--- config.mk ---
export PLATFORM = sky130hd
export DESIGN_NAME = axil_cmd_seq_flat
export DESIGN_NICKNAME = d
export VERILOG_FILES = /design/src/rtl/axil_cmd_seq_if.sv /design/src/rtl/axil_cmd_seq.sv /design/src/flat_wrapper.sv
export SDC_FILE = /design/constraint.sdc
export NUM_CORES = 2
export LEC_CHECK = 0
export CAP_MARGIN = 20
export CORE_UTILIZATION = 63
export CTS_BUF_LIST = sky130_fd_sc_hd__clkbuf_4 sky130_fd_sc_hd__clkbuf_8
export DETAILED_ROUTE_END_ITERATION = 12
export PLACE_DENSITY = 0.82
export SETUP_SLACK_MARGIN = 0.15
export SYNTH_ARGS = -nofsm -noshare
export SYNTH_HDL_FRONTEND = slang
export SYNTH_SLANG_ARGS = --single-unit
--- constraint.sdc ---
create_clock -name M_AXI_aclk -period 9.4 [get_ports M_AXI_aclk]
set_clock_uncertainty 0.2 [all_clocks]
set_input_delay 2.82 -clock M_AXI_aclk [delete_from_list [all_inputs] [get_ports M_AXI_aclk]]
set_output_delay 2.82 -clock M_AXI_aclk [all_outputs]
set_load 0.02 [all_outputs]
--- src/rtl/axil_cmd_seq_if.sv ---
// ============================================================================
// Module      : axil_cmd_seq_if
// Description : AXI4-Lite bus bundle between the command sequencer (master)
//               and the interconnect (slave).
//               Ports : none (signal bundle only)
//               Signals: AW (awaddr/awprot/awvalid/awready),
//                        W  (wdata/wstrb/wvalid/wready),
//                        B  (bresp/bvalid/bready),
//                        AR (araddr/arprot/arvalid/arready),
//                        R  (rdata/rresp/rvalid/rready)
// Revision    : 1.0 - initial release
// ============================================================================
`default_nettype none

interface axil_cmd_seq_if #(
    parameter int ADDR_WIDTH = 32,
    parameter int DATA_WIDTH = 32
);
    logic [ADDR_WIDTH-1:0]   awaddr;
    logic [2:0]              awprot;
    logic                    awvalid;
    logic                    awready;

    logic [DATA_WIDTH-1:0]   wdata;
    logic [DATA_WIDTH/8-1:0] wstrb;
    logic                    wvalid;
    logic                    wready;

    logic [1:0]              bresp;
    logic                    bvalid;
    logic                    bready;

    logic [ADDR_WIDTH-1:0]   araddr;
    logic [2:0]              arprot;
    logic                    arvalid;
    logic                    arready;

    logic [DATA_WIDTH-1:0]   rdata;
    logic [1:0]              rresp;
    logic                    rvalid;
    logic                    rready;

    modport master (
        output awaddr, awprot, awvalid,
        input  awready,
        output wdata, wstrb, wvalid,
        input  wready,
        input  bresp, bvalid,
        output bready,
        output araddr, arprot, arvalid,
        input  arready,
        input  rdata, rresp, rvalid,
        output rready
    );

    modport slave (
        input  awaddr, awprot, awvalid,
        output awready,
        input  wdata, wstrb, wvalid,
        output wready,
        output bresp, bvalid,
        input  bready,
        input  araddr, arprot, arvalid,
        output arready,
        output rdata, rresp, rvalid,
        input  rready
    );
endinterface

`default_nettype wire

--- src/rtl/axil_cmd_seq.sv ---
// ============================================================================
// Module      : axil_cmd_seq
// Description : AXI4-Lite master that walks a small command table and issues
//               WRITE, READ, POLL-until-match and DELAY operations.
//               Ports : M_AXI_aclk / M_AXI_aresetn  clock, async active-low rst
//                       cmd_we/idx/op/addr/data/mask table load port
//                       start                        launch at entry 0
//                       busy/done/error/err_code/err_idx  run status
//                       rd_valid/rd_data             captured read beats
//                       m_axi                        AXI4-Lite master bus
// Revision    : 1.0 - initial release
// ============================================================================
`default_nettype none

module axil_cmd_seq #(
    parameter int DATA_WIDTH = 32,
    parameter int ADDR_WIDTH = 32,
    parameter int NUM_CMDS   = 16,
    parameter int POLL_MAX   = 1024,
    parameter int DLY_WIDTH  = 16
) (
    input  wire logic                        M_AXI_aclk,
    input  wire logic                        M_AXI_aresetn,
    input  wire logic                        cmd_we,
    input  wire logic [$clog2(NUM_CMDS)-1:0] cmd_idx,
    input  wire logic [2:0]                  cmd_op,
    input  wire logic [ADDR_WIDTH-1:0]       cmd_addr,
    input  wire logic [DATA_WIDTH-1:0]       cmd_data,
    input  wire logic [DATA_WIDTH-1:0]       cmd_mask,
    input  wire logic                        start,
    output logic                             busy,
    output logic                             done,
    output logic                             error,
    output logic [1:0]                       err_code,
    output logic [$clog2(NUM_CMDS)-1:0]      err_idx,
    output logic                             rd_valid,
    output logic [DATA_WIDTH-1:0]            rd_data,
    axil_cmd_seq_if.master                   m_axi
);

    localparam int IDX_W = $clog2(NUM_CMDS);
    localparam int ATT_W = $clog2(POLL_MAX + 1);

    localparam logic [IDX_W-1:0] C_LAST_IDX = IDX_W'(NUM_CMDS - 1);
    localparam logic [ATT_W-1:0] C_LAST_ATT = ATT_W'(POLL_MAX - 1);

    localparam logic [2:0] C_OP_WRITE = 3'd1;
    localparam logic [2:0] C_OP_READ  = 3'd2;
    localparam logic [2:0] C_OP_POLL  = 3'd3;
    localparam logic [2:0] C_OP_DELAY = 3'd4;

    localparam logic [1:0] C_ERR_BRESP = 2'b01;
    localparam logic [1:0] C_ERR_RRESP = 2'b10;
    localparam logic [1:0] C_ERR_POLL  = 2'b11;

    typedef enum logic [3:0] {
        S_IDLE  = 4'd0,
        S_FETCH = 4'd1,
        S_WADDR = 4'd2,
        S_WRESP = 4'd3,
        S_RADDR = 4'd4,
        S_RDATA = 4'd5,
        S_PCHK  = 4'd6,
        S_DELAY = 4'd7,
        S_FIN   = 4'd8
    } state_t;

    // Command table (not reset; contents survive a sequencer reset)
    logic [2:0]            r_tbl_op   [NUM_CMDS];
    logic [ADDR_WIDTH-1:0] r_tbl_addr [NUM_CMDS];
    logic [DATA_WIDTH-1:0] r_tbl_data [NUM_CMDS];
    logic [DATA_WIDTH-1:0] r_tbl_mask [NUM_CMDS];

    state_t                r_state;
    logic [IDX_W-1:0]      r_pc;
    logic [2:0]            r_op;
    logic [DATA_WIDTH-1:0] r_data;
    logic [DATA_WIDTH-1:0] r_mask;
    logic [DLY_WIDTH-1:0]  r_cnt;
    logic [ATT_W-1:0]      r_attempt;

    logic                  w_start_ok;
    logic                  w_aw_ok;
    logic                  w_w_ok;
    logic                  w_r_fire;
    state_t                w_adv_state;
    logic [IDX_W-1:0]      w_adv_pc;

    assign m_axi.awprot = 3'b000;
    assign m_axi.arprot = 3'b000;
    assign m_axi.wstrb  = '1;

    // A table write in the same cycle as start takes priority
    assign w_start_ok = start && !cmd_we;

    // Each write channel is finished once its valid is low or being accepted
    assign w_aw_ok = !m_axi.awvalid || m_axi.awready;
    assign w_w_ok  = !m_axi.wvalid  || m_axi.wready;

    // Read data beat; also taken in RADDR when arready and rvalid coincide
    assign w_r_fire = m_axi.rvalid && m_axi.rready &&
                      ((r_state == S_RDATA) ||
                       ((r_state == S_RADDR) && m_axi.arready));

    // Step to the next entry; the last entry acts as an implicit END
    assign w_adv_state = (r_pc == C_LAST_IDX) ? S_FIN : S_FETCH;
    assign w_adv_pc    = (r_pc == C_LAST_IDX) ? r_pc  : r_pc + 1'b1;

    always_ff @(posedge M_AXI_aclk) begin
        if (cmd_we && !busy) begin
            r_tbl_op[cmd_idx]   <= cmd_op;
            r_tbl_addr[cmd_idx] <= cmd_addr;
            r_tbl_data[cmd_idx] <= cmd_data;
            r_tbl_mask[cmd_idx] <= cmd_mask;
        end
    end

    always_ff @(posedge M_AXI_aclk or negedge M_AXI_aresetn) begin
        if (!M_AXI_aresetn) begin
            r_state       <= S_IDLE;
            r_pc          <= '0;
            r_op          <= '0;
            r_data        <= '0;
            r_mask        <= '0;
            r_cnt         <= '0;
            r_attempt     <= '0;
            busy          <= 1'b0;
            done          <= 1'b0;
            error         <= 1'b0;
            err_code      <= 2'b00;
            err_idx       <= '0;
            rd_valid      <= 1'b0;
            rd_data       <= '0;
            m_axi.awaddr  <= '0;
            m_axi.awvalid <= 1'b0;
            m_axi.wdata   <= '0;
            m_axi.wvalid  <= 1'b0;
            m_axi.bready  <= 1'b0;
            m_axi.araddr  <= '0;
            m_axi.arvalid <= 1'b0;
            m_axi.rready  <= 1'b0;
        end else begin
            rd_valid <= 1'b0;

            case (r_state)
                S_IDLE: begin
                    if (w_start_ok) begin
                        busy     <= 1'b1;
                        done     <= 1'b0;
                        error    <= 1'b0;
                        err_code <= 2'b00;
                        r_pc     <= '0;
                        r_state  <= S_FETCH;
                    end
                end

                S_FETCH: begin
                    r_op      <= r_tbl_op[r_pc];
                    r_data    <= r_tbl_data[r_pc];
                    r_mask    <= r_tbl_mask[r_pc];
                    r_attempt <= '0;
                    case (r_tbl_op[r_pc])
                        C_OP_WRITE: begin
                            m_axi.awaddr  <= r_tbl_addr[r_pc];
                            m_axi.wdata   <= r_tbl_data[r_pc];
                            m_axi.awvalid <= 1'b1;
                            m_axi.wvalid  <= 1'b1;
                            r_state       <= S_WADDR;
                        end
                        C_OP_READ, C_OP_POLL: begin
                            m_axi.araddr  <= r_tbl_addr[r_pc];
                            m_axi.arvalid <= 1'b1;
                            m_axi.rready  <= 1'b1;
                            r_state       <= S_RADDR;
                        end
                        C_OP_DELAY: begin
                            r_cnt   <= r_tbl_data[r_pc][DLY_WIDTH-1:0];
                            r_state <= S_DELAY;
                        end
                        default: r_state <= S_FIN;
                    endcase
                end

                S_WADDR: begin
                    if (m_axi.awvalid && m_axi.awready) begin
                        m_axi.awvalid <= 1'b0;
                    end
                    if (m_axi.wvalid && m_axi.wready) begin
                        m_axi.wvalid <= 1'b0;
                    end
                    if (w_aw_ok && w_w_ok) begin
                        m_axi.bready <= 1'b1;
                        r_state      <= S_WRESP;
                    end
                end

                S_WRESP: begin
                    if (m_axi.bvalid && m_axi.bready) begin
                        m_axi.bready <= 1'b0;
                        if (m_axi.bresp != 2'b00) begin
                            err_code <= C_ERR_BRESP;
                            r_state  <= S_FIN;
                        end else begin
                            r_pc    <= w_adv_pc;
                            r_state <= w_adv_state;
                        end
                    end
                end

                S_RADDR: begin
                    if (m_axi.arready) begin
                        m_axi.arvalid <= 1'b0;
                        r_state       <= S_RDATA;
                    end
                end

                S_RDATA: begin
                    // Beat completion is handled by the shared capture below
                end

                S_PCHK: begin
                    if ((rd_data & r_mask) == (r_data & r_mask)) begin
                        r_attempt <= '0;
                        r_pc      <= w_adv_pc;
                        r_state   <= w_adv_state;
                    end else if (r_attempt == C_LAST_ATT) begin
                        err_code <= C_ERR_POLL;
                        r_state  <= S_FIN;
                    end else begin
                        r_attempt     <= r_attempt + 1'b1;
                        m_axi.arvalid <= 1'b1;
                        m_axi.rready  <= 1'b1;
                        r_state       <= S_RADDR;
                    end
                end

                S_DELAY: begin
                    if (r_cnt == '0) begin
                        r_pc    <= w_adv_pc;
                        r_state <= w_adv_state;
                    end else begin
                        r_cnt <= r_cnt - 1'b1;
                    end
                end

                S_FIN: begin
                    done    <= 1'b1;
                    busy    <= 1'b0;
                    error   <= (err_code != 2'b00);
                    err_idx <= r_pc;
                    r_state <= S_IDLE;
                end

                default: r_state <= S_IDLE;
            endcase

            // Placed after the case so a same-cycle AR+R completion in RADDR
            // overrides the RADDR->RDATA transition.
            if (w_r_fire) begin
                rd_data      <= m_axi.rdata;
                rd_valid     <= 1'b1;
                m_axi.rready <= 1'b0;
                if (m_axi.rresp != 2'b00) begin
                    err_code <= C_ERR_RRESP;
                    r_state  <= S_FIN;
                end else if (r_op == C_OP_READ) begin
                    r_pc    <= w_adv_pc;
                    r_state <= w_adv_state;
                end else begin
                    r_state <= S_PCHK;
                end
            end
        end
    end

endmodule

`default_nettype wire

--- src/flat_wrapper.sv ---
// flat-port wrapper written by rule: the top's interface ports become plain ports
module axil_cmd_seq_flat 
#(
    parameter int DATA_WIDTH = 32,
    parameter int ADDR_WIDTH = 32,
    parameter int NUM_CMDS   = 16,
    parameter int POLL_MAX   = 1024,
    parameter int DLY_WIDTH  = 16
)
  (M_AXI_aclk, M_AXI_aresetn, cmd_we, cmd_idx, cmd_op, cmd_addr, cmd_data, cmd_mask, start, busy, done, error, err_code, err_idx, rd_valid, rd_data, m_axi_awaddr, m_axi_awprot, m_axi_awvalid, m_axi_awready, m_axi_wdata, m_axi_wstrb, m_axi_wvalid, m_axi_wready, m_axi_bresp, m_axi_bvalid, m_axi_bready, m_axi_araddr, m_axi_arprot, m_axi_arvalid, m_axi_arready, m_axi_rdata, m_axi_rresp, m_axi_rvalid, m_axi_rready);
  axil_cmd_seq_if #(.ADDR_WIDTH(ADDR_WIDTH), .DATA_WIDTH(DATA_WIDTH)) m_axi_i ();
  input  wire logic M_AXI_aclk;
  input  wire logic M_AXI_aresetn;
  input  wire logic cmd_we;
  input  wire logic [$clog2(NUM_CMDS)-1:0] cmd_idx;
  input  wire logic [2:0] cmd_op;
  input  wire logic [ADDR_WIDTH-1:0] cmd_addr;
  input  wire logic [DATA_WIDTH-1:0] cmd_data;
  input  wire logic [DATA_WIDTH-1:0] cmd_mask;
  input  wire logic start;
  output logic busy;
  output logic done;
  output logic error;
  output logic [1:0] err_code;
  output logic [$clog2(NUM_CMDS)-1:0] err_idx;
  output logic rd_valid;
  output logic [DATA_WIDTH-1:0] rd_data;
  output wire logic [$bits(m_axi_i.awaddr)-1:0] m_axi_awaddr;
  output wire logic [$bits(m_axi_i.awprot)-1:0] m_axi_awprot;
  output wire logic [$bits(m_axi_i.awvalid)-1:0] m_axi_awvalid;
  input wire logic [$bits(m_axi_i.awready)-1:0] m_axi_awready;
  output wire logic [$bits(m_axi_i.wdata)-1:0] m_axi_wdata;
  output wire logic [$bits(m_axi_i.wstrb)-1:0] m_axi_wstrb;
  output wire logic [$bits(m_axi_i.wvalid)-1:0] m_axi_wvalid;
  input wire logic [$bits(m_axi_i.wready)-1:0] m_axi_wready;
  input wire logic [$bits(m_axi_i.bresp)-1:0] m_axi_bresp;
  input wire logic [$bits(m_axi_i.bvalid)-1:0] m_axi_bvalid;
  output wire logic [$bits(m_axi_i.bready)-1:0] m_axi_bready;
  output wire logic [$bits(m_axi_i.araddr)-1:0] m_axi_araddr;
  output wire logic [$bits(m_axi_i.arprot)-1:0] m_axi_arprot;
  output wire logic [$bits(m_axi_i.arvalid)-1:0] m_axi_arvalid;
  input wire logic [$bits(m_axi_i.arready)-1:0] m_axi_arready;
  input wire logic [$bits(m_axi_i.rdata)-1:0] m_axi_rdata;
  input wire logic [$bits(m_axi_i.rresp)-1:0] m_axi_rresp;
  input wire logic [$bits(m_axi_i.rvalid)-1:0] m_axi_rvalid;
  output wire logic [$bits(m_axi_i.rready)-1:0] m_axi_rready;
  assign m_axi_awaddr = m_axi_i.awaddr;
  assign m_axi_awprot = m_axi_i.awprot;
  assign m_axi_awvalid = m_axi_i.awvalid;
  assign m_axi_i.awready = m_axi_awready;
  assign m_axi_wdata = m_axi_i.wdata;
  assign m_axi_wstrb = m_axi_i.wstrb;
  assign m_axi_wvalid = m_axi_i.wvalid;
  assign m_axi_i.wready = m_axi_wready;
  assign m_axi_i.bresp = m_axi_bresp;
  assign m_axi_i.bvalid = m_axi_bvalid;
  assign m_axi_bready = m_axi_i.bready;
  assign m_axi_araddr = m_axi_i.araddr;
  assign m_axi_arprot = m_axi_i.arprot;
  assign m_axi_arvalid = m_axi_i.arvalid;
  assign m_axi_i.arready = m_axi_arready;
  assign m_axi_i.rdata = m_axi_rdata;
  assign m_axi_i.rresp = m_axi_rresp;
  assign m_axi_i.rvalid = m_axi_rvalid;
  assign m_axi_rready = m_axi_i.rready;
  axil_cmd_seq #(.DATA_WIDTH(DATA_WIDTH), .ADDR_WIDTH(ADDR_WIDTH), .NUM_CMDS(NUM_CMDS), .POLL_MAX(POLL_MAX), .DLY_WIDTH(DLY_WIDTH)) u_core (.M_AXI_aclk(M_AXI_aclk), .M_AXI_aresetn(M_AXI_aresetn), .cmd_we(cmd_we), .cmd_idx(cmd_idx), .cmd_op(cmd_op), .cmd_addr(cmd_addr), .cmd_data(cmd_data), .cmd_mask(cmd_mask), .start(start), .busy(busy), .done(done), .error(error), .err_code(err_code), .err_idx(err_idx), .rd_valid(rd_valid), .rd_data(rd_data), .m_axi(m_axi_i));
endmodule
**After elaboration in Yosys (flattened, before gate mapping)**

Memory sizes are Yosys's and may differ from the RTL's. A register that Yosys moved wholly into a read port is not among the register bits.
Index checks and enable logic that the tools add are counted.

- Register bits: 213
- RAM bits: 1584
- Input port bits: 148
- Output and inout bits: 153
- Word-level logic and storage cells: 170
- Memories kept: 4

Memory list:

| memory | words | width | rd ports | clocked after Yosys merged registers in | wr ports | RTL line | source |
|---|---|---|---|---|---|---|---|
| u_core.r_tbl_addr | 16 | 32 | 1 | 0 | 1 | axil_cmd_seq.sv:70 | `logic [ADDR_WIDTH-1:0] r_tbl_addr [NUM_CMDS];` |
| u_core.r_tbl_data | 16 | 32 | 1 | 0 | 1 | axil_cmd_seq.sv:71 | `logic [DATA_WIDTH-1:0] r_tbl_data [NUM_CMDS];` |
| u_core.r_tbl_mask | 16 | 32 | 1 | 1 | 1 | axil_cmd_seq.sv:72 | `logic [DATA_WIDTH-1:0] r_tbl_mask [NUM_CMDS];` |
| u_core.r_tbl_op | 16 | 3 | 1 | 0 | 1 | axil_cmd_seq.sv:69 | `logic [2:0] r_tbl_op [NUM_CMDS];` |

- Add/subtract/negate cells: 3
- Eq/ne operators: 38
- Mux-type cells: 61
- Bitwise gates (word level): 2
- Reductions and logical operators: 41

Operator list:

| kind | number |
|---|---|
| two-way mux 4 bit | 21 |
| bitwise AND 32 bit | 2 |
| == test 32 bit | 1 |
| two-way mux 16 bit | 2 |
| case mux 16 bit (2 select lines) | 1 |
| case mux 4 bit (8 select lines) | 1 |
| two-way mux 11 bit | 2 |
| case mux 11 bit (2 select lines) | 1 |
| inequality test 2 x 1 -> 1 bit, second input constant | 9 |
| == test 4 x 3 -> 1 bit, second input constant | 4 |
| logical NOT 16 bit | 1 |
| case mux 4 bit (4 select lines) | 1 |
| nonzero test 2 bit | 8 |
| subtractor 16 x 1 -> 16 bit, second input constant | 1 |
| two-way mux 1 bit | 15 |
| inequality test 3 x 1 -> 1 bit, second input constant | 5 |
| two-way mux 2 bit | 7 |
| case mux 1 bit (2 select lines) | 7 |
| inequality test 3 x 2 -> 1 bit, second input constant | 4 |
| case mux 4 bit (3 select lines) | 1 |
| AND reduction 3 bit | 4 |
| adder 11 x 1 -> 11 bit, second input constant | 1 |
| == test 11 x 10 -> 1 bit, second input constant | 1 |
| == test 3 x 2 -> 1 bit, second input constant | 3 |
| 19 further kinds | 42 |

**Depth between registers and ports, before layout**

- Word-level depth: 8
- Mapped depth: 12
- Mapped depth without buffers: 8

**Worst setup path after synthesis**

OpenSTA, ideal clock, no wires.

- Kind: in2reg
- Start point: input cmd_idx[3]
- End point: memory u_core.r_tbl_addr[0][0], enable pin
- Arrival: 9.950 ns
- Required time: 8.521 ns
- Slack: -1.429 ns
- Stages: 2
- Buffers on the path: 0
- Cells stage by stage: or3_1 nor3_1

RTL lines:

| what | RTL line | source |
|---|---|---|
| start, declared | flat_wrapper.sv:15 | `input wire logic [$clog2(NUM_CMDS)-1:0] cmd_idx;` |
| end, declared | axil_cmd_seq.sv:70 |  |

Straight into the memory's write port.

**Worst setup path in the final report**

- Start point: input cmd_idx[0]
- End point: memory u_core.r_tbl_addr[13][10], enable pin

Straight into the memory's write port.

==> key figures <==
Status
  • Status: complete, no violations

Clock tree
  • Clock sink count: 1829
  • Root buffer cell: clkbuf_8
  • CTS tree: yes
  • CTS HTree Levels: 5
  • Reg clk slew, reported paths: approximately 0.060 ns
  • Postcts setup bufs: 0
  • Worst skew pair latency: between 0.9 and 1 ns
  • Hold buffer count at cts: 0
  • Max Root-Sink Buffers: 4
  • CTS Buf Count: about 290
  • Resize count post-CTS: 0

Synth
  • Cells after synthesis: 3932
  • Synth top cells by count: edfxtp_1, nand2_1, mux2i_1, dfrtp_1, o21ai_0
  • Synth warnings: 0
  • Most used DFF post-synth: edfxtp_1
  • Netlist Area Pre-Place: around 71000 µm²
  • Sequential share of the synthesized area: 75.6%
  • Top-count cell post-synth: edfxtp_1
  • Asr flop ratio synth: between 10% and 20%
  • Ranking of synthesized cells by area: edfxtp_1, dfrtp_1, mux4_2
  • Unique masters post-synth: 66
  • Largest area contributor in the netlist: edfxtp_1
  • Avg Inst Size Synth: around 18 µm²
  • Register bit count reported by yosys: 1829
  • Share of the synthesized area in the top cell type: approximately two thirds
  • Post-synth EDFFs: between 1500 and 2000

Timing
  • Max Transition Viols Final: 0
  • Hold Vio Cnt, Final: 0
  • Fin crit share: around 59%
  • Setup violators final: 0
  • Unrepaired setup endpoints after global routing: no
  • Min Hold Slack: 0.289 ns
  • Achievable frequency: between 150 and 200 MHz
  • Period minus WS final: about 5.5 ns
  • Slew Limit Headroom: between 10% and 20%
  • Slew @ Worst Pin: around 1.2 ns
  • Aggregate negative setup slack: 0 ns

Drt
  • WL met3: roughly 20 mm
  • Wl on met1: roughly 65 mm
  • DRC violations left: 0
  • DR WL/cell: about 29 µm
  • Vias per cell: approximately 6.6
  • Top sig layer: met5
  • Routed WL: ~180 mm
  • First-pass detailed-route iteration total: 6
  • Initial DRC Count: approximately 5000
  • Met2 wire length: between 80 and 90 mm
  • Vias post-DR: ~40000
  • ANT nets after route: 0

Pwr
  • P_leak: 26.8 nW
  • Net Sw Frac: 28.9%
  • Sequential share of power: 46.8%
  • Internal power: 15.2 mW
  • VDD IR-drop max: roughly 0.2 mV
  • Clk network pwr share: between 30% and 40%
  • Comb pwr share: between 20% and 30%
  • P per Cell Area: approximately 260 nW/µm²
  • P_sw: around 6.2 mW

Global route
  • Vias in the first global route: 40100
  • Grt ovf: 0
  • Pin count of the biggest net entering global routing: 130
  • First-pass GRT wire length: about 250 mm
  • Gr usage total: between 30% and 40%
  • Initial antenna violation count: 17

Die
  • Boundary pin count: 301
  • Die Ht: 338 µm
  • Die X: ~340 µm
  • Die Area: roughly 110000 µm²
  • CORE AREA: roughly 110000 µm²
  • Row count: 122
  • Initial Util: between 60% and 70%

Placement
  • Routability cong.: approximately 0.84
  • PortBufs: 290
  • Placed cell area: between 70000 and 80000 µm²
  • DP HPWL: 95.1 mm

Worst setup path
  • Crit-path max FO: between 40 and 50
  • Worst EP arrival: between 5 and 6 ns
  • Worst r2r dst: u_core.m_axi.wdata[28]
  • CP Launch Point: cmd_idx[0]
  • CP endpoint: u_core.r_tbl_addr[13][10]
  • WP data required: 9.74 ns
  • Crit end category: flop
  • CP startpoint kind: input pin
  • R2R Path Start: u_core.r_pc[0]
  • Reg2Reg Depth: 9
  • CP Class: input pin to flop
  • Reg2reg setup slack: around 4.0 ns

Flow run
  • MaxCap Viol Count: 0

Worst hold path
  • HP Class: flop to flop

Cells and area
  • Final core utilization: around 73%
  • Design area: 81300 µm²
  • Layout cells sized above 1: about a fifth
  • Area growth from synthesis to layout: 14.5%
  • Fin nets: about 4500
[layout by cell type (no fill, tap or decap), types with 7 or more instances in the layout]
cell type | netlist | final
a22oi_1 | 86 | 86
dfrtp_1 | 245 | 241
o22ai_1 | 7 | 7
mux2i_1 | 293 | 293
o21ai_0 | 232 | 232
clkinv_2 | 0 | 27
a221oi_1 | 64 | 64
nor3_1 | 23 | 19
mux2_2 | 181 | 181
buf_12 | 0 | 15
nand3_1 | 16 | 16
clkdlybuf4s50_1 | 0 | 289
clkbuf_4 | 0 | 106
inv_6 | 0 | 7
nor2_4 | 0 | 12
nand4_1 | 10 | 10
a21oi_1 | 122 | 121
inv_1 | 16 | 16
conb_1 | 2 | 10
buf_4 | 19 | 40
or3_1 | 8 | 8
o221ai_1 | 65 | 65
xor2_1 | 34 | 34
mux2_1 | 16 | 16
mux4_2 | 201 | 201
edfxtp_1 | 1584 | 1584
clkbuf_8 | 0 | 317
nor2_1 | 79 | 67
nand2_1 | 303 | 301
a31oi_1 | 39 | 39
nand2b_1 | 8 | 7
clkinv_1 | 0 | 46
[routing by layer]
layer | global-route usage, % | vias up
met1 | 42.2 | 20300
li1 | - | 16600
met4 | 11.8 | 12
met2 | 48.6 | 2625
met3 | 7.67 | 363
met5 | 0 | -
[metrics by stage]
step,std cells,power (mW),worst slack [ns]
2_1_floorplan,3940,13.0,1.25
3_3_place_gp,5550,14.7,3.07
3_5_place_dp,5550,14.8,3.05
4_1_cts,6061,21.4,4.01
5_1_grt,6068,22.1,3.82
6_report,6069,21.4,3.88
[flip-flops by register name, indices dropped and copies added, names as in the netlist, 3 cells and up]
register / cells
u_core.r_pc: 4
u_core.r_op: 3
u_core.err_idx: 4
u_core.r_tbl_data: 512
u_core.m_axi.wdata: 32
u_core.r_cnt: 16
u_core.r_data: 32
u_core.r_state: 4
u_core.r_tbl_addr: 512
u_core.r_attempt: 11
u_core.m_axi.araddr: 32
u_core.r_mask: 32
u_core.r_tbl_op: 48
u_core.rd_data: 32
u_core.r_tbl_mask: 512
u_core.m_axi.awaddr: 32
[critical path: stages]
cell	delay [ns]
clkdlybuf4s50_1	0.79
nand2b_1	0.36
nor2_4	0.99
buf_4	0.85
[logic make-up after synthesis]
| group | count (synthesis) | synth area share [%] |
|---|---|---|
| flip-flops | 1829 | 75.6 |
| multiplexers | 691 | 13.6 |
| AO/OA/AOI/OAI | 646 | 5.79 |
| buffers and inverters | 240 | 1.53 |
| adder cells (fa/ha/maj) | 4 | 0.0705 |
| XOR/XNOR | 34 | 0.419 |
| AND/OR/NAND/NOR | 486 | 2.94 |
| other | 2 | 0.0106 |
[area by class of cell]
cell class,instances,area (µm²)
tap,1488,1860
clock buffer,422,5150
multi-input combinational,1871,16400
fill,6109,30000
clock inverter,89,551
antenna,6,15.0
inverter,17,63.8
sequential,1829,53700
timing repair buffer,347,3530
[worst min-delay path by stage]
stage,start,endpoint,slack [ns],cells past startpoint
after floorplan,u_core.r_op[1],u_core.r_op[1],0.24,2
after global placement,u_core.r_op[0],u_core.r_op[0],0.26,2
after detailed placement,u_core.r_op[1],u_core.r_op[1],0.27,2
after CTS,u_core.r_op[1],u_core.r_op[1],0.28,2
after global routing,u_core.r_op[1],u_core.r_op[1],0.30,2
final,u_core.r_op[1],u_core.r_op[1],0.29,2
[power by group through the flow]
stage               Sequential [mW]  Clock [mW]  Combinational [mW]
global placement               10.1           0                4.56
detailed placement             10.1           0                4.67
global route                   10.0        7.07                5.01
floorplan                      10.3           0                2.72
finish                         10.0        6.65                4.72
CTS                            9.99        6.70                4.70
Note: power is estimated with default switching activity, not from simulation.
